## config.mk

```make
export PLATFORM = sky130hd
export DESIGN_NAME = vc_wrr_pop_scheduler
export DESIGN_NICKNAME = d
export VERILOG_FILES = /design/src/rtl/vc_wrr_pop_scheduler.sv
export SDC_FILE = /design/constraint.sdc
export NUM_CORES = 1
export LEC_CHECK = 0
export ABC_AREA = 1
export CAP_MARGIN = 20
export CORE_MARGIN = 10
export CORE_UTILIZATION = 60
export CTS_CLUSTER_DIAMETER = 60
export CTS_CLUSTER_SIZE = 14
export DETAILED_ROUTE_END_ITERATION = 7
export DONT_BUFFER_PORTS = 1
export HOLD_SLACK_MARGIN = 0.1
export PLACE_DENSITY_LB_ADDON = 0.08
export REMOVE_ABC_BUFFERS = 1
export SLEW_MARGIN = 40
export SYNTH_ARGS = -nofsm -noshare
export SYNTH_HDL_FRONTEND = slang
export SYNTH_SLANG_ARGS = --single-unit
```

## constraint.sdc

```tcl
create_clock -name clk -period 5.6 [get_ports clk]
set_input_delay 0 -clock clk [delete_from_list [all_inputs] [get_ports clk]]
set_output_delay 0 -clock clk [all_outputs]
set_load 0.01 [all_outputs]
```

## src/rtl/vc_wrr_pop_scheduler.sv

```systemverilog
// vc_wrr_pop_scheduler: weighted round-robin pop scheduler for VC0/VC1 FIFOs feeding D0/D1
// Build option: define STRICT_PRIO_EN to make VC0 strictly higher priority than VC1 (weights ignored).
// Ports:
//   clk, reset_L           clock, synchronous active-low reset
//   D0_full, D1_full       destination FIFO full flags (either one stalls all pops)
//   VC0_empty, VC1_empty   source FIFO empty flags
//   VC0_rd, VC1_rd         combinational pop strobes, at most one high per cycle
//   vc0_delay              registered; 1 = data presented this cycle came from VC1
//   data_valid             registered; a pop was issued the previous cycle
//   pop_cnt_vc0/1          wrapping per-VC pop statistics
module vc_wrr_pop_scheduler #(
   parameter int VC0_WEIGHT = 4,
   parameter int VC1_WEIGHT = 1,
   parameter int CNT_W      = 4,
   parameter int STAT_W     = 16
) (
   input  logic              clk,
   input  logic              reset_L,
   input  logic              D0_full,
   input  logic              D1_full,
   input  logic              VC0_empty,
   input  logic              VC1_empty,
   output logic              VC0_rd,
   output logic              VC1_rd,
   output logic              vc0_delay,
   output logic              data_valid,
   output logic [STAT_W-1:0] pop_cnt_vc0,
   output logic [STAT_W-1:0] pop_cnt_vc1
);
   typedef enum logic [1:0] {IDLE, SRV0, SRV1} state_t;
   localparam logic [CNT_W-1:0] W0 = CNT_W'(VC0_WEIGHT);
   localparam logic [CNT_W-1:0] W1 = CNT_W'(VC1_WEIGHT);
   state_t           state_q, state_d;
   logic [CNT_W-1:0] cnt_q, cnt_d;
   logic             stall, e0, e1, pick0, pick1;
   assign stall = D0_full | D1_full;
   assign e0    = !VC0_empty;
   assign e1    = !VC1_empty;
`ifdef STRICT_PRIO_EN
   assign pick0 = e0;
   assign pick1 = !e0 & e1;
`else
   logic cont0, cont1;
   // keep serving the current VC while under its weight, or when the other VC has nothing
   assign cont0 = e0 & ((cnt_q < W0) | !e1);
   assign cont1 = e1 & ((cnt_q < W1) | !e0);
   assign pick0 = (state_q == SRV0) ? cont0 : (state_q == SRV1) ? (!cont1 & e0) : e0;
   assign pick1 = (state_q == SRV0) ? (!cont0 & e1) : (state_q == SRV1) ? cont1 : (!e0 & e1);
`endif
   assign VC0_rd = reset_L & !stall & pick0;
   assign VC1_rd = reset_L & !stall & pick1;
   always_comb begin
      state_d = state_q;
      cnt_d   = cnt_q;
      if (VC0_rd) begin
         state_d = SRV0;
         cnt_d   = (state_q != SRV0) ? CNT_W'(1) : (cnt_q >= W0) ? W0 : cnt_q + CNT_W'(1);
      end else if (VC1_rd) begin
         state_d = SRV1;
         cnt_d   = (state_q != SRV1) ? CNT_W'(1) : (cnt_q >= W1) ? W1 : cnt_q + CNT_W'(1);
      end else if (!stall) begin
         state_d = IDLE;
         cnt_d   = '0;
      end
   end
   always_ff @(posedge clk) begin
      if (!reset_L) begin
         state_q     <= IDLE;
         cnt_q       <= '0;
         vc0_delay   <= 1'b0;
         data_valid  <= 1'b0;
         pop_cnt_vc0 <= '0;
         pop_cnt_vc1 <= '0;
      end else begin
         state_q     <= state_d;
         cnt_q       <= cnt_d;
         data_valid  <= VC0_rd | VC1_rd;
         if (VC0_rd | VC1_rd) vc0_delay <= VC1_rd;
         pop_cnt_vc0 <= pop_cnt_vc0 + STAT_W'(VC0_rd);
         pop_cnt_vc1 <= pop_cnt_vc1 + STAT_W'(VC1_rd);
      end
   end
endmodule
```

==> flow_metrics.tcl, run 1 <==
set metrics [dict create \
    cpPeakStageDelay_ns 0.64 \
    status "completed" \
    grt_max_degree 25 \
    multi_input_area_mm2 0.00107 \
    ys_warn_count 0 \
    min_to "cnt_q[3]" \
    dp_slack_ns 3.11 \
    cts-hold-fix-buffers 6 \
    die_w_um 78.2 \
    reg2reg_to "pop_cnt_vc0[12]" \
    cp_max_fo 6 \
    io_buffers 0 \
    num_vias 1732 \
    yosys-top-cells-count "nand2_1, dfxtp_1, inv_1" \
    critPathBufInv 4 \
    numCtsBuffers 5 \
    grtUsageTotal 0.144 \
    finalHoldViolations 0 \
    cts-resized-gates 0 \
    clk-insertion-delay-late_ns 0.34 \
    r2r-start "cnt_q[0]" \
    cts_setup_buffers 0 \
    synthDistinctLibCells 28 \
    area_delta_synth_final_pct 8.68 \
    clkTransAtPathRegs_ns 0.11 \
    gp_congestion 0.848 \
    crit_type "primary input to flop" \
    syn_area_per_cell_um2 7.24 \
    critical-path-top-delay-family "buffers and inverters" \
    postSynthCellCount 281 \
    cts_sinks 40 \
    grt_pass1_vias 1658 \
    slew_viol_final 0 \
    synth_area_leaders "dfxtp_1, nand2_1, inv_1, a21oi_1, nor2_1" \
    synthFlopType "dfxtp_1" \
    wl_mm 4.22 \
    core.rowCount 21 \
    cp.arrival_ns 3.61 \
    drc 0 \
    vias_per_cell 5.12 \
    postRouteAntennaNets 0 \
    antenna_found_initial 0 \
    die_h_um 78.2 \
    finish.utilization 0.667 \
    placedCellCount 324 \
    crit_chain "dlygate4sd3_1, nor2_2, dlygate4sd3_1, nand2_1, nor2_1, dlygate4sd3_1, nand2_1, inv_1, ha_1, ha_1, nand2_1, nor2_2, nand2_2, nor3_2, nand3_1, nand2_1, nor2_1" \
    crit_required_ns 5.85 \
    hp-start "D1_full" \
    synth_edf_count 0 \
    crit_start "D0_full" \
    skew_ns 0.00753 \
    hold_path_class "primary input to flop" \
    coreArea_mm2 0.00331 \
    hpwl_mm 3.19 \
    slowest_stage "dlygate4sd3_1" \
    fin_crit_sh 0.600 \
    tightest_slew_ns 0.484 \
    synth_area_leader_cell "dfxtp_1" \
    cp-start-kind "primary input" \
    worstRegToRegCells 14 \
    diodes 0 \
    slew_headroom 0.675 \
    avgRoutedWirePerCell_um 12.5 \
    root_buffer "clkbuf_4" \
    die_area_mm2 0.00612 \
    nNetsFinal 306 \
    finalSetupTns_ns 0 \
    netlist.area_leader.share 0.394 \
    start_util 0.614 \
    htree_levels 2 \
    drtIter0Drc 72 \
    synth_most_common_cell "nand2_1" \
    regArea_um2 801 \
    final_cells 338 \
    rsz0062_at_grt "false" \
    p_per_area_mw_per_mm2 214 \
    fin_crit_ns 3.36 \
    drt_first_pass_iters 4 \
    hold_path_depth 3 \
    cts_tree "done" \
    finalSetupViolCount 0 \
    syn_area_mm2 0.00203 \
    grt_first_pass_wirelength_mm 7.42 \
    cpMostUsedCell "nand2_1" \
    critPathCaptureType "flop" \
    p_leak_nw 0.919 \
    ys_ff_latch 40 \
    cts_buffer_depth 2 \
    setup_slack_ns 2.24 \
    holdWs_ns 0.418 \
    max-cap-violations 0 \
    drive_gt1_frac 0.116 \
    async_reset_ff_frac 0 \
    ys_seq_area_frac 0.394 \
    ioPinCount 42 \
    grt_overflow_total 0 \
    fill_cells 318 \
    fmax_ghz 0.297 \
    r2r_setup_slack_ns 3.09 \
    irDropWorstVdd_mv 0.163 \
]
## cells in the final DEF, fill, tap and decap left out, drive strengths merged
master / Yosys / final
o21a: 2 / 2
o21ai: 10 / 10
nand2: 64 / 64
a21oi: 24 / 24
nor2: 37 / 37
nor3: 12 / 12
dfxtp: 40 / 40
o21bai: 1 / 1
inv: 38 / 38
dlygate4sd3: 0 / 6
buf: 0 / 1
nand3b: 1 / 1
xor2: 3 / 3
clkinv: 1 / 1
nor3b: 1 / 1
clkbuf: 3 / 7
nand4: 9 / 9
nand3: 22 / 22
or2: 5 / 5
ha: 8 / 8
## per-stage QoR
step | instance area, um^2 | power, mW
finish | 2210 | 0.473
global route | 2210 | 0.492
CTS | 2200 | 0.477
detailed placement | 2080 | 0.314
global placement | 2080 | 0.314
floorplan | 2020 | 0.310
## kinds of logic (layout without fill, tap and decap cells)
family	after synthesis	in the layout	share of synthesized area
adder cells (fa/ha/maj)	8	8	0.0492
flip-flops	40	40	0.394
AO/OA/AOI/OAI	37	37	0.0966
AND/OR/NAND/NOR	151	151	0.370
XOR/XNOR	3	3	0.0129
buffers and inverters	42	53	0.0775
## where the power goes
group / switching [mW] / internal, mW / total, mW
clock: 0.0884 / 0.0713 / 0.160
combinational: 0.0154 / 0.00835 / 0.0237
sequential: 0.00268 / 0.287 / 0.290
## layout make-up
| class | count | area share |
|---|---|---|
| Multi-Input combinational cell | 199 | 0.486 |
| Clock buffer | 7 | 0.0294 |
| Sequential cell | 40 | 0.362 |
| Tap cell | 46 | 0.0260 |
| Inverter | 39 | 0.0663 |
| Timing Repair Buffer | 7 | 0.0294 |
## state kept, by name, indices dropped and copies added (netlist names)
name,cells
pop_cnt_vc0,16
pop_cnt_vc1,16
cnt_q,4
state_q,2
data_valid,1
vc0_delay,1
## worst min-delay path, cell delays in order
cell and delay [ns]:
nor2_2 0.02, dlygate4sd3_1 0.61, nor2_1 0.10
## worst max-delay path by stage
stage	slack [ns]	to	cells past startpoint
3_5_place_dp	3.11	pop_cnt_vc0[12]	14
3_3_place_gp	3.15	pop_cnt_vc0[12]	14
5_1_grt	2.03	pop_cnt_vc1[14]	17
2_1_floorplan	3.41	pop_cnt_vc1[14]	17
4_1_cts	2.24	pop_cnt_vc1[14]	17
6_report	2.24	pop_cnt_vc1[14]	17
## layer usage
| metal | vias up | wire length (um) | part of all wire | track usage |
|---|---|---|---|---|
| li1 | 933 | - | - | - |
| met1 | 742 | 1860 | 0.44 | 0.160 |
| met2 | 48 | 1940 | 0.46 | 0.238 |
| met3 | 9 | 335 | 0.079 | 0.0604 |
| met4 | 0 | 80 | 0.019 | 0.0609 |
| met5 | - | 0 | 0 | 0 |
Power figures use the tool's default switching activity.
==> run 2: changes to the inputs <==
==> constraint.sdc (replaced) <==
create_clock -name clk -period 3.2 [get_ports clk]
set_input_delay 0 -clock clk [delete_from_list [all_inputs] [get_ports clk]]
set_output_delay 0 -clock clk [all_outputs]
set_load 0.01 [all_outputs]
==> run 2 against run 1 <==
Clock power is 66% higher. Utilization fell by 0.49 points. Count of clock-buffer cells in the layout rose by 1. Register-to-register slack worse by 2.4 ns. Critical path type unchanged. Critical endpoint unchanged. Largest power group unchanged. Highest routed layer unchanged.
==> flow_metrics.tcl, run 2 (synthesis gave the netlist of run 1 again) <==
set metrics [dict create \
    status "completed" \
    fmax_ghz 0.351 \
    grtUsageTotal 0.146 \
    met1_usage 0.167 \
    crit_required_ns 3.46 \
    slew_headroom 0.665 \
    hpwl_mm 3.26 \
    reg2reg_to "pop_cnt_vc0[12]" \
    numCtsBuffers 5 \
    drt_first_pass_iters 5 \
    die_area_mm2 0.00612 \
    cp_max_fo 6 \
    cpPeakStageDelay_ns 0.65 \
    max-cap-violations 0 \
    rsz0062_at_grt "false" \
    clkTransAtPathRegs_ns 0.11 \
    use_met2 0.237 \
    antenna_found_initial 0 \
    nNetsFinal 305 \
    cts_buffer_depth 2 \
    gp_congestion 0.848 \
    clk-insertion-delay-late_ns 0.35 \
    placedCellCount 324 \
    wl_mm 4.27 \
    r2r_setup_slack_ns 0.66 \
    crit_start "D0_full" \
    cp-start-kind "primary input" \
    htree_levels 2 \
    coreArea_mm2 0.00331 \
    reg_top3 "pop_cnt_vc0 x16, pop_cnt_vc1 x16, cnt_q x4" \
    final_cell_mix "nand2_1, dfxtp_1, inv_1" \
    grt_overflow_total 0 \
    diodes 0 \
    drc 0 \
    grt_first_pass_wirelength_mm 7.44 \
    worstRegToRegCells 14 \
    tightest_slew_ns 0.500 \
    skew_ns 0.00680 \
    critical-path-top-delay-family "simple AND/OR/NAND/NOR gates" \
    finish.utilization 0.663 \
    start_util 0.614 \
    drtIter0Drc 95 \
    final_cells 338 \
    cts-resized-gates 0 \
    holdWs_ns 0.114 \
    grt_max_degree 25 \
    slew_viol_final 0 \
    critPathBufInv 3 \
    area_delta_synth_final_pct 7.88 \
    hold_path_depth 7 \
    postRouteAntennaNets 0 \
    vias_per_cell 5.22 \
    die_w_um 78.2 \
    use_met3 0.0604 \
    cts_tree "done" \
    irDropWorstVdd_mv 0.233 \
    finalSetupViolCount 0 \
    r2r-start "cnt_q[0]" \
    core.rowCount 21 \
    avgRoutedWirePerCell_um 12.6 \
    crit_chain "dlygate4sd3_1, nor2_2, dlygate4sd3_1, nand2_1, nor2_1, nand2_1, inv_1, ha_1, ha_1, nand2_1, nor2_2, nand2_2, nor3_2, nand3_1, nand2_1, nor2_1" \
    cp.arrival_ns 3.10 \
    drive_gt1_frac 0.113 \
    p_per_area_mw_per_mm2 370 \
    critPathCaptureType "flop" \
    cts_sinks 40 \
    slowest_stage "dlygate4sd3_1" \
    hold_path_class "primary input to flop" \
    hp-start "VC0_empty" \
    crit_type "primary input to flop" \
    num_vias 1765 \
    finalHoldViolations 0 \
    p_leak_nw 0.905 \
    power_mw 0.812 \
    layout_commonest_cell "nand2_1" \
    die_h_um 78.2 \
    root_buffer "clkbuf_4" \
    cpMostUsedCell "nand2_1" \
    min_to "cnt_q[2]" \
    finalSetupTns_ns 0 \
    fin_crit_ns 2.85 \
    ioPinCount 42 \
    grt-busiest-layer "met2" \
    fin_crit_sh 0.890 \
    grt_pass1_vias 1636 \
    io_buffers 0 \
]
## run 2: cell count changes in the layout (fill, tap and decap cells not counted)
cell	previous run	this run
clkbuf_1	0	2
clkbuf_8	2	1
dlygate4sd3_1	6	5
## run 2: final cells by class
type,count,area [um^2]
fill,322,1120
clock buffer,8,58.8
inverter,39,146
multi-input combinational,199,1070
tap,46,57.6
sequential,40,801
timing repair buffer,6,55.1
## run 2: metrics by stage
stage | worst slack (ns) | instance area, um^2
global placement | 0.745 | 2080
CTS | 0.319 | 2190
floorplan | 1.01 | 2020
detailed placement | 0.691 | 2080
global route | 0.168 | 2190
finish | 0.352 | 2190
## run 2: where the power goes
| group | total (mW) | leakage (nW) | internal [mW] | switching [mW] |
|---|---|---|---|---|
| logic | 0.0404 | 0.550 | 0.0136 | 0.0268 |
| registers | 0.507 | 0.323 | 0.502 | 0.00464 |
| clock network | 0.265 | 0.0326 | 0.108 | 0.157 |
| total | 0.812 | 0.905 | 0.624 | 0.188 |
## run 2: timing repair
item,CTS,global route
setup buffers,0,0
hold endpoints to repair,38,2
hold buffers,5,1
## run 2: how the worst max path moves through the flow
stage,end,slack [ns],depth (start not counted)
after floorplan,pop_cnt_vc1[14],1.01,17
after global placement,pop_cnt_vc0[12],0.74,14
after detailed placement,pop_cnt_vc0[12],0.69,14
after CTS,pop_cnt_vc1[14],0.32,16
after global routing,pop_cnt_vc1[14],0.17,16
final,pop_cnt_vc1[14],0.35,16
## run 2: per-layer routing
layer,vias to the layer above,share of wire
li1,938,-
met1,785,0.44
met2,38,0.48
met3,4,0.068
met4,0,0.0084
met5,-,0
## run 2: worst register-to-register path: cells and delay by family (launching register included)
family	cells	cell delay, ns
AOI/OAI and AO/OA	1	0.12
adders and majority gates	3	0.52
buffers and inverters	2	0.27
DFF	1	0.43
and+or+nand+nor	8	1.15
